<file path="config.mk">
export PLATFORM = sky130hd
export DESIGN_NAME = branch_predictor
export DESIGN_NICKNAME = d
export VERILOG_FILES = /design/src/rtl/branch_predictor.sv
export SDC_FILE = /design/constraint.sdc
export NUM_CORES = 1
export LEC_CHECK = 0
export CAP_MARGIN = 20
export CORE_MARGIN = 5
export CORE_UTILIZATION = 45
export DETAILED_ROUTE_END_ITERATION = 10
export PLACE_DENSITY_LB_ADDON = 0.3
export SLEW_MARGIN = 20
export SYNTH_ARGS = -nofsm -noshare
export SYNTH_HDL_FRONTEND = slang
export SYNTH_SLANG_ARGS = --single-unit
</file>
<file path="constraint.sdc">
create_clock -name clk -period 11.21 [get_ports clk]
set_clock_uncertainty 0.2 [all_clocks]
set_input_delay 1.121 -clock clk [delete_from_list [all_inputs] [get_ports clk]]
set_output_delay 1.121 -clock clk [all_outputs]
set_load 0.03 [all_outputs]
</file>
<file path="src/rtl/branch_predictor.sv">
// Fetch-stage branch predictor: direct-mapped BTB with 2-bit direction counters,
// updated from execute, plus wrapping resolved/mispredicted branch counters.
module branch_predictor #(
  parameter int unsigned ENTRIES = 16,
  parameter int unsigned MODE    = 1
) (
  input  logic        clk,
  input  logic        rst,
  input  logic [31:0] f_pc,
  output logic        f_pred_taken,
  output logic [31:0] f_pred_target,
  input  logic        e_valid,
  input  logic [31:0] e_pc,
  input  logic        e_taken,
  input  logic [31:0] e_target,
  input  logic        e_pred_taken,
  input  logic [31:0] e_pred_target,
  output logic        e_mispredict,
  output logic [31:0] n_branches,
  output logic [31:0] n_mispredicts
);

  localparam int unsigned IDX_W = $clog2(ENTRIES);
  localparam int unsigned TAG_W = 32 - IDX_W - 2;
  localparam logic        BTB_ON = (MODE != 0);

  logic [ENTRIES-1:0] valid_q;
  logic [TAG_W-1:0]   tag_q    [ENTRIES];
  logic [31:0]        target_q [ENTRIES];
  logic [1:0]         ctr_q    [ENTRIES];

  logic [IDX_W-1:0] f_idx, e_idx;
  logic [TAG_W-1:0] f_tag, e_tag;
  logic             f_hit, e_hit;
  logic [1:0]       e_ctr, ctr_next;
  logic             tbl_we;

  // Word-aligned instructions: the low PC bits carry no information.
  logic unused_pc_bits;
  assign unused_pc_bits = ^{f_pc[1:0], e_pc[1:0]};

  assign f_idx = f_pc[IDX_W+1:2];
  assign f_tag = f_pc[31:IDX_W+2];
  assign e_idx = e_pc[IDX_W+1:2];
  assign e_tag = e_pc[31:IDX_W+2];

  // Zero-latency lookup; no bypass from a same-cycle update.
  always_comb begin
    f_hit         = valid_q[f_idx] && (tag_q[f_idx] == f_tag);
    f_pred_taken  = BTB_ON && f_hit && ctr_q[f_idx][1];
    f_pred_target = f_pred_taken ? target_q[f_idx] : f_pc + 32'd4;
  end

  assign e_mispredict = e_valid &&
                        ((e_taken != e_pred_taken) ||
                         (e_taken && (e_target != e_pred_target)));

  // Saturating direction counter update for the resolved entry.
  always_comb begin
    e_hit    = valid_q[e_idx] && (tag_q[e_idx] == e_tag);
    e_ctr    = ctr_q[e_idx];
    ctr_next = e_ctr;
    if (e_taken) begin
      if (e_ctr != 2'b11) ctr_next = e_ctr + 2'd1;
    end else begin
      if (e_ctr != 2'b00) ctr_next = e_ctr - 2'd1;
    end
    tbl_we = BTB_ON && e_valid && !rst;
  end

  always_ff @(posedge clk) begin
    if (rst) begin
      valid_q       <= '0;
      n_branches    <= 32'd0;
      n_mispredicts <= 32'd0;
    end else if (e_valid) begin
      n_branches    <= n_branches + 32'd1;
      n_mispredicts <= n_mispredicts + 32'(e_mispredict);
      if (BTB_ON && !e_hit && e_taken) valid_q[e_idx] <= 1'b1;
    end
  end

  // Payload fields are qualified by valid and need no reset.
  always_ff @(posedge clk) begin
    if (tbl_we) begin
      if (e_hit) begin
        ctr_q[e_idx] <= ctr_next;
        if (e_taken) target_q[e_idx] <= e_target;
      end else if (e_taken) begin
        tag_q[e_idx]    <= e_tag;
        target_q[e_idx] <= e_target;
        ctr_q[e_idx]    <= 2'b10;
      end
    end
  end

endmodule
</file>
# Word level (Yosys, flattened, before mapping)
# Memories as Yosys holds them, arrays and structs flattened.
# Cells that the tools add are included.
[word_totals]
in_bits = 133
wordCells = 57
ramBits = 960
mem_count = 3
ff_bits = 80
[mem_list]
columns = ["memory", "words", "width", "read_ports", "rd_clocked_by_memory_dff", "write_ports", "line_no", "text"]
rows = [
  ["target_q", 16, 32, 1, 0, 1, "29", "logic [31:0] target_q [ENTRIES];"],
  ["tag_q", 16, 26, 2, 0, 1, "28", "logic [TAG_W-1:0] tag_q [ENTRIES];"],
  ["ctr_q", 16, 2, 2, 0, 1, "30", "logic [1:0] ctr_q [ENTRIES];"],
]
[op_classes]
n_addsub = 5
n_eq_ne = 5
magnitude_cmp = 3
n_reduce_logical = 13
bitwise = 3
n_mux = 22
[ops]
columns = ["cell", "n"]
rows = [
  ["32-bit 2-to-1 mux", 2],
  ["26-bit == test", 2],
  ["32-bit by 1-bit adder with 32-bit output", 1],
  ["32-bit by 1-bit adder with 32-bit output (second input constant)", 1],
  ["32-bit by 3-bit adder with 32-bit output (second input constant)", 1],
  ["32-bit inequality test", 1],
  ["16-bit bitwise OR", 1],
  ["1-bit 2-to-1 mux", 13],
  ["4-bit by 5-bit < comparator with 1-bit output (second input constant)", 2],
  ["1-bit binary-select mux with 4-bit select", 2],
  ["1-bit logical AND", 8],
  ["2-bit 2-to-1 mux", 4],
  ["1-bit demux with 4-bit select", 1],
  ["4-bit by 1-bit >= comparator with 1-bit output (second input constant)", 1],
  ["2-bit by 1-bit adder with 2-bit output (second input constant)", 1],
  ["1-bit logical NOT", 2],
  ["2-bit inequality test (second input constant)", 1],
  ["1-bit bitwise OR", 2],
  ["2-bit AND reduction", 1],
  ["2-bit nonzero test", 1],
  ["2-bit by 1-bit subtractor with 2-bit output (second input constant)", 1],
  ["1-bit logical OR", 1],
  ["1-bit inequality test", 1],
]

# Longest topological paths before layout
# Gate-level depths: netlist of run 1.
[logic_depth]
depth_word = 7
ltp_mapped = 15
depth_no_buf = 12

# Worst setup path after synthesis of run 1
# No wires, ideal clock.
[synth_path]
path_kind = "input -> output"
startpoint = "in f_pc[2]"
endpoint = "out f_pred_target[1]"
path_buffers = 6
arrival_ns = 4.433
path_slack_ns = 5.456
path_stages = 9
required_ns = 9.889
path_cell_list = "buf_2 -> buf_2 -> clkbuf_1 -> buf_2 -> clkbuf_1 -> buf_1 -> mux4_2 -> mux4_2 -> mux2_1"
[synth_via]
elab_chain_len = 5
[synth_lines]
columns = ["item", "line_no", "text"]
rows = [
  ["start, declared", "9", "input logic [31:0] f_pc,"],
  ["memory read 16 x 26 bit / 1-bit binary-select mux with 4-bit select (equally long branches)", "--", ""],
  ["26-bit == test / 1-bit 2-to-1 mux (equally long branches)", "49", "f_hit = valid_q[f_idx] && (tag_q[f_idx] == f_tag);"],
  ["1-bit logical AND", "49", ""],
  ["1-bit logical AND", "50", "f_pred_taken = BTB_ON && f_hit && ctr_q[f_idx][1];"],
  ["32-bit 2-to-1 mux *", "51", "f_pred_target = f_pred_taken ? target_q[f_idx] : f_pc + 32'd4;"],
  ["end, declared", "11", "output logic [31:0] f_pred_target,"],
]
# Every way passes the cells marked *; elsewhere a longest branch is shown, timed or not. The select of a mux whose other input is x is not followed.

# Final worst setup path of run 1
[layout_path]
startpoint = "in f_pc[4]"
endpoint = "out f_pred_target[11]"
# Same word-level chain as after synthesis.

==> impl_summary.txt, run 1 <==
----------------------------------------------------
[Status]
  Status ... complete, no violations

[Timing]
  Setup repair after global routing missed its margin ... false
  Accumulated negative setup slack ... 0 ns
  Endpoints failing setup ... 0
  Slew margin rel. ... 15.66%
  Post-route fraction of the period consumed by the critical path ... 69.27%
  Highest clock rate ... 128.8 MHz
  Max-slew violations ... 0
  Hold Vio Cnt, Final ... 0
  Pin slew with the least headroom to its limit ... 1.265 ns
  Minimum clock period ... 7.765 ns

[GRT]
  GRT met3 Usage ... 6.611%
  Antenna violations before repair ... 5
  Via count of the first global-routing pass ... 26707
  Grt total ovfl ... 0
  Wire length of the first global-routing pass ... 185300 µm
  Pin count of the biggest net entering global routing ... 164
  GRT met2 Usage ... 37.88%
  GRT Resource Usage Total ... 23.60%
  Global routing met1 resource utilization ... 31.60%
  Busiest grt layer ... met2

[Worst setup path]
  Origin of the critical flop-to-flop path ... tag_q[11][23]
  Critical-path maximum fanout ... 34
  CP endpoint kind ... output pin
  Arrival time reported for the critical path endpoint ... 6.44 ns
  Worst endpoint required time ... 9.89 ns
  Crit. Startpoint ... f_pc[4]
  Kind of start point of the critical path ... input port
  Worst reg2reg path endpoint ... tag_q[12][3]
  R2R depth ... 10
  Last element of the critical path ... f_pred_target[11]
  Worst-case register-to-register setup slack ... 6.41 ns
  Kind of critical path ... in2out

[Clock tree]
  Clock slew seen by the registers of the worst setup and hold paths ... 0.06 ns
  Clock insertion delay at the later pin of the skew report ... 0.72 ns
  Total number of H-tree levels ... 3
  Total clock sinks ... 1040
  TritonCTS clock tree ... built
  Clock Path Buffers ... 3
  Clk Tree Root Cell ... clkbuf_16
  Total clock buffers created by CTS ... 109
  Resized Gates After CTS ... 0
  Number of hold-repair buffers added at the cts stage ... 0
  Post-CTS setup buffers ... 0

[Die]
  Vertical die dimension ... 328.3 µm
  Placeable core area ... 100300 µm²
  Area of the die ... 107800 µm²
  X dimension of the die ... 328.3 µm
  Effective utilization at floorplan ... 45.47%
  Row Count ... 116
  Total I/O pin count ... 231

[Synth]
  Average footprint of a synthesized cell ... 18.10 µm²
  Warnings from Yosys ... 0
  Number of flip-flops and latches in the synthesized netlist ... 1040
  Post-synth cell types ... 67
  Post-synthesis cell area ... 45600 µm²
  Sequential-to-total area share from yosys stat ... 66.73%
  Main synth FF type ... edfxtp_1
  EDFF count, synth ... 960
  Ys async rst share ... 0%
  Net count of the mapped netlist ... 2657
  Post-synthesis instance total ... 2519

[Finish]
  Commonest cells after routing, fill and taps aside ... edfxtp_1, mux4_2, clkdlybuf4s50_1, mux2i_1, clkbuf_16
  Number of nets in the final layout ... 2909
  Signed area change from the synthesized netlist to the final layout ... 16.83%
  Final cell area excluding filler cells ... 53280 µm²
  Fill cells ... 7811
  Most frequent standard cell in the layout excluding fill and tap cells ... edfxtp_1
  Fraction of layout instances using a drive strength above 1 ... 23.17%

[Drt]
  Avg WL per Cell ... 30.48 µm
  Post-route DRC violation count ... 0
  Per-cell via count in the routed design ... 6.171
  Initial DRC count ... 3163
  Count of nets left with antenna violations after detail routing ... 0
  Total Wirelength ... 128700 µm
  DR vias ... 26053
  First-pass iteration count of the detailed router ... 6

[Pwr]
  Cell leakage power ... 17.31 nW
  Power Density ... 161.9 nW/µm²
  Worst IR drop on VDD ... 144.5 µV

[Place]
  Cell Area, Placed ... 49520 µm²
  Quantity of I/O buffers inserted on ports ... 228
  Gp weighted congestion ... 0.9348
  Final HPWL from detailed placement ... 76150 µm

[Run]
  Number of maximum-capacitance constraint violations ... 0

[Worst hold path]
  Worst hold path depth ... 2
  Launch point of the worst hold path ... valid_q[11]
  Hold/Removal Path Class ... reg2reg

----------------------------------------------------
-- routing by layer --
metal | part of all wire [%] | vias to the layer above | wire, µm
met5 | 0.0085 | - | 11
met4 | 3.6 | 2 | 4581
met3 | 10 | 262 | 13460
met2 | 48 | 1423 | 61360
met1 | 38 | 13553 | 49300
li1 | - | 10813 | -
-- worst min path at each step --
stage	end	slack, ns
final	valid_q[11]	0.29
after global placement	valid_q[13]	0.27
after CTS	valid_q[7]	0.29
after floorplan	valid_q[14]	0.26
after detailed placement	valid_q[7]	0.28
after global routing	valid_q[12]	0.31
-- cell type report --
class                   instances  area [µm²]  area share, %
flip-flops and latches       1040       30430          57.12
inverters                      44       171.4         0.3217
clock buffers                 123        2811          5.277
clock inverters                78       924.6          1.736
diodes                          4       10.01        0.01879
repair buffers                284        2744          5.150
well taps                    1357        1698          3.187
multi-input cells            1292       14490          27.19
-- sequential cells by signal, summed over array words and instances (netlist names) --
register	flops
n_branches	32
n_mispredicts	32
tag_q	416
ctr_q	32
target_q	512
valid_q	16
-- where the power goes --
group          switching, mW  internal [mW]  leakage [nW]
Sequential            0.0101           4.27          9.28
Combinational          0.370          0.261          6.23
Clock                   1.54           2.18          1.79
-- metrics by stage --
step / util (%) / std cells / hold WS [ns] / power [mW] / worst slack (ns)
5_1_grt: 53.11 / 4218 / 0.3067 / 8.885 / 3.297
3_3_place_gp: 49.34 / 4015 / 0.2719 / 4.969 / 3.594
3_5_place_dp: 49.38 / 4017 / 0.2815 / 4.982 / 3.584
6_report: 53.12 / 4222 / 0.2938 / 8.628 / 3.445
4_1_cts: 53.11 / 4218 / 0.2907 / 8.679 / 3.589
2_1_floorplan: - / 2519 / 0.2609 / 4.712 / 5.456
-- critical path, stage by stage --
cell and delay [ns]:
buf_4 0.47, buf_4 0.63, buf_4 0.59, mux4_2 0.59, mux2i_1 0.16, mux2i_1 0.22, xnor2_1 0.24, nand4_1 0.12
nor4b_1 0.46, nand3_2 0.17, buf_4 0.36, mux2_2 0.32, clkdlybuf4s50_1 0.85
-- synthesized netlist by cell type (41+ instances only) --
| master | instances | area share, % |
|---|---|---|
| mux4_2 | 326 | 16 |
| xnor2_1 | 68 | 1.3 |
| clkbuf_1 | 59 | 0.49 |
| xor2_1 | 90 | 1.7 |
| buf_2 | 41 | 0.45 |
| nor2_1 | 103 | 0.85 |
| inv_1 | 41 | 0.34 |
| mux2i_1 | 140 | 3.1 |
| dfxtp_1 | 80 | 3.5 |
| nand2_1 | 92 | 0.76 |
| edfxtp_1 | 960 | 63 |
| mux2_2 | 60 | 1.5 |
-- cell families (layout without fill, tap and decap cells) --
family / Yosys count / in the layout / synth area share, %
AO/OA/AOI/OAI: 215 / 215 / 3.348
other: 0 / 4 / 0
buffers and inverters: 187 / 529 / 1.800
AND/OR/NAND/NOR: 385 / 385 / 4.223
multiplexers: 528 / 528 / 20.71
XOR/XNOR: 158 / 158 / 3.035
adder cells (fa/ha/maj): 6 / 6 / 0.1591
flip-flops: 1040 / 1040 / 66.73
Note: power is estimated with default switching activity, not from simulation.
==> run 2, diff against run 1 <==
Clock period 11.21 ns to 7.35 ns, I/O delays scaled along.
==> run 2 against run 1 <==
Critical path depth fell by 2. Register-to-register slack lost 3.5 ns. Sequential power grew 52%. Via count grew 1.2%. Sequential share of layout area up 0.24 points. Die area is the same. Clock-buffer cell count grew 13. Non-clock buffer count up 12. Largest power group unchanged.
==> impl_summary.txt, run 2 (synthesis gave the netlist of run 1 again) <==
----------------------------------------------------
[Status]
  Status ... complete, no violations (unchanged)

[Finish]
  Most frequent standard cell in the layout excluding fill and tap cells ... edfxtp_1 (unchanged)
  Signed area change from the synthesized netlist to the final layout ... 16.34% (was 16.83%)
  Largest register by flop count ... target_q (unchanged)
  Largest register FFs ... 512 (unchanged)
  Commonest cells after routing, fill and taps aside ... edfxtp_1, mux4_2, clkdlybuf4s50_1, mux2i_1, clkbuf_16 (unchanged)
  Final cell area excluding filler cells ... 53050 µm² (was 53280 µm²)
  Number of nets in the final layout ... 2921 (was 2909)
  Regs by FF count ... target_q (512), tag_q (416) (unchanged)
  Fraction of layout instances using a drive strength above 1 ... 22.93% (was 23.17%)

[Die]
  Placeable core area ... 100300 µm² (unchanged)
  Effective utilization at floorplan ... 45.47% (unchanged)
  Vertical die dimension ... 328.3 µm (unchanged)
  Area of the die ... 107800 µm² (unchanged)
  Row Count ... 116 (unchanged)
  Total I/O pin count ... 231 (unchanged)
  X dimension of the die ... 328.3 µm (unchanged)

[Clock tree]
  Total number of H-tree levels ... 3 (unchanged)
  Clock slew seen by the registers of the worst setup and hold paths ... 0.06 ns (about the same)
  Clock Path Buffers ... 3 (unchanged)
  Clk Tree Root Cell ... clkbuf_16 (unchanged)
  Total clock buffers created by CTS ... 109 (unchanged)
  Total clock sinks ... 1040 (unchanged)
  Resized Gates After CTS ... 0 (unchanged)
  Clock insertion delay at the later pin of the skew report ... 0.71 ns (was 0.72 ns)
  TritonCTS clock tree ... built (unchanged)
  Post-CTS setup buffers ... 0 (unchanged)
  Number of hold-repair buffers added at the cts stage ... 0 (unchanged)

[Drt]
  Per-cell via count in the routed design ... 6.230 (was 6.171)
  Avg WL per Cell ... 30.94 µm (was 30.48 µm)
  Total Wirelength ... 130900 µm (was 128700 µm)
  Count of nets left with antenna violations after detail routing ... 0 (unchanged)
  Met1 wire length ... 51530 µm (was 49300 µm)
  Routed length on met3 ... 13630 µm (was 13460 µm)
  Initial DRC count ... 3467 (was 3163)
  Detail Route met2 WL ... 61990 µm (was 61360 µm)
  First-pass iteration count of the detailed router ... 7 (was 6)
  Top metal layer carrying routed signals ... met5 (unchanged)
  DR vias ... 26353 (was 26053)
  Post-route DRC violation count ... 0 (unchanged)

[GRT]
  Via count of the first global-routing pass ... 26642 (was 26707)
  Grt total ovfl ... 0 (unchanged)
  Pin count of the biggest net entering global routing ... 83 (was 164)
  Wire length of the first global-routing pass ... 187800 µm (was 185300 µm)
  Antenna violations before repair ... 4 (was 5)
  GRT Resource Usage Total ... 23.95% (was 23.60%)

[Worst setup path]
  Kind of start point of the critical path ... input port (unchanged)
  Series of cell instances along the critical path ... buf_8 -> mux4_2 -> a22o_1 -> a211oi_1 -> xnor2_1 -> or4_1 -> a2111oi_1 -> nand3_2 -> buf_4 -> mux2_2 -> clkdlybuf4s50_1 (was buf_4 -> buf_4 -> buf_4 -> mux4_2 -> mux2i_1 -> mux2i_1 -> xnor2_1 -> nand4_1 -> nor4b_1 -> nand3_2 -> buf_4 -> mux2_2 -> clkdlybuf4s50_1)
  Cell family with the largest share of critical-path delay ... compound AO/OA/AOI/OAI gates (was buffers and inverters)
  CP peak stage delay ... 0.72 ns (was 0.85 ns)
  Worst endpoint required time ... 6.41 ns (was 9.89 ns)
  Buffering stage count on the worst path with inverters included ... 3 (was 5)
  CP endpoint kind ... output pin (unchanged)
  Critical-path maximum fanout ... 39 (was 34)
  Arrival time reported for the critical path endpoint ... 5.64 ns (was 6.44 ns)
  Cell type of the slowest stage on the worst timing path ... clkdlybuf4s50_1 (unchanged)
  Kind of critical path ... in2out (unchanged)

[Pwr]
  Cell leakage power ... 17.23 nW (was 17.31 nW)
  Power Density ... 239.4 nW/µm² (was 161.9 nW/µm²)
  Worst IR drop on VDD ... 231.2 µV (was 144.5 µV)

[Worst hold path]
  Hold/Removal Path Class ... reg2reg (unchanged)

[Place]
  Final HPWL from detailed placement ... 79090 µm (was 76150 µm)
  Cell Area, Placed ... 49610 µm² (was 49520 µm²)
  Gp weighted congestion ... 0.9593 (was 0.9348)
  Quantity of I/O buffers inserted on ports ... 228 (unchanged)

[Timing]
  Max-slew violations ... 0 (unchanged)
  Setup repair after global routing missed its margin ... false (unchanged)
  Pin slew with the least headroom to its limit ... 1.120 ns (was 1.265 ns)
  Endpoints failing setup ... 0 (unchanged)
  Minimum clock period ... 6.575 ns
  Hold Vio Cnt, Final ... 0 (unchanged)
  Accumulated negative setup slack ... 0 ns (unchanged)
  Highest clock rate ... 152.1 MHz
  Slew margin rel. ... 25.31% (was 15.66%)
  Post-route fraction of the period consumed by the critical path ... 89.46%

[Run]
  Number of maximum-capacitance constraint violations ... 0 (unchanged)

----------------------------------------------------
==> run 2: cell types whose count changed in the layout (fill, tap and decap cells not counted), sizes merged <==
cell,before,now
diode,4,3
bufinv,16,4
clkinv,50,51
buf,64,79
clkdlybuf4s50,220,217
clkbuf,123,136
clkinvlp,11,6
==> run 2: layer usage <==
| layer | global-route usage (%) | up-vias |
|---|---|---|
| met5 | 0 | - |
| met4 | 6.449 | 2 |
| met3 | 5.930 | 214 |
| met2 | 38.13 | 1504 |
| met1 | 33.43 | 13782 |
| li1 | - | 10851 |
==> run 2: worst register-to-register path: stages (launching register included) <==
cell and delay [ns]:
edfxtp_1 0.41, mux4_2 0.49, mux2i_1 0.20, xnor2_1 0.16
or4_1 0.52, mux2_2 0.31, or4_4 0.56, nor4b_4 0.38
buf_12 0.31, nor2_4 0.31, buf_4 0.32
==> run 2: cell type report <==
type,count,area [µm²]
antenna,3,7.507
multi-input combinational,1292,14490
fill,7880,47240
inverter,44,166.4
timing repair buffer,296,2880
sequential,1040,30430
tap,1357,1698
clock buffer,136,2850
clock inverter,62,530.5
==> run 2: path summary, 6_finish.rpt <==
kind,from,to,cells after the start,slack [ns]
setup / recovery,f_pc[2],f_pred_target[7],11,0.77
hold / removal,valid_q[5],valid_q[5],2,0.29
setup reg to reg,tag_q[9][19],tag_q[6][22],10,2.92
hold reg to reg,valid_q[5],valid_q[5],2,0.29
==> run 2: stage by stage <==
step                util [%]  cells  total power, mW  setup slack [ns]  hold slack [ns]
global route           52.89   4227            13.08            0.6484           0.3100
detailed placement     49.47   4027            7.607            0.8284           0.2802
global placement       49.46   4026            7.585            0.8092           0.2721
finish                 52.90   4230            12.70            0.7746           0.2869
floorplan                  -   2519            7.187             2.368           0.2609
CTS                    52.84   4225            12.78            0.8303           0.2891
==> run 2: where the power goes <==
| part | switching (mW) | internal (mW) | leakage [nW] |
|---|---|---|---|
| clock network | 2.31 | 2.90 | 1.63 |
| logic | 0.569 | 0.400 | 6.31 |
| registers | 0.0153 | 6.51 | 9.28 |
| total | 2.89 | 9.81 | 17.2 |
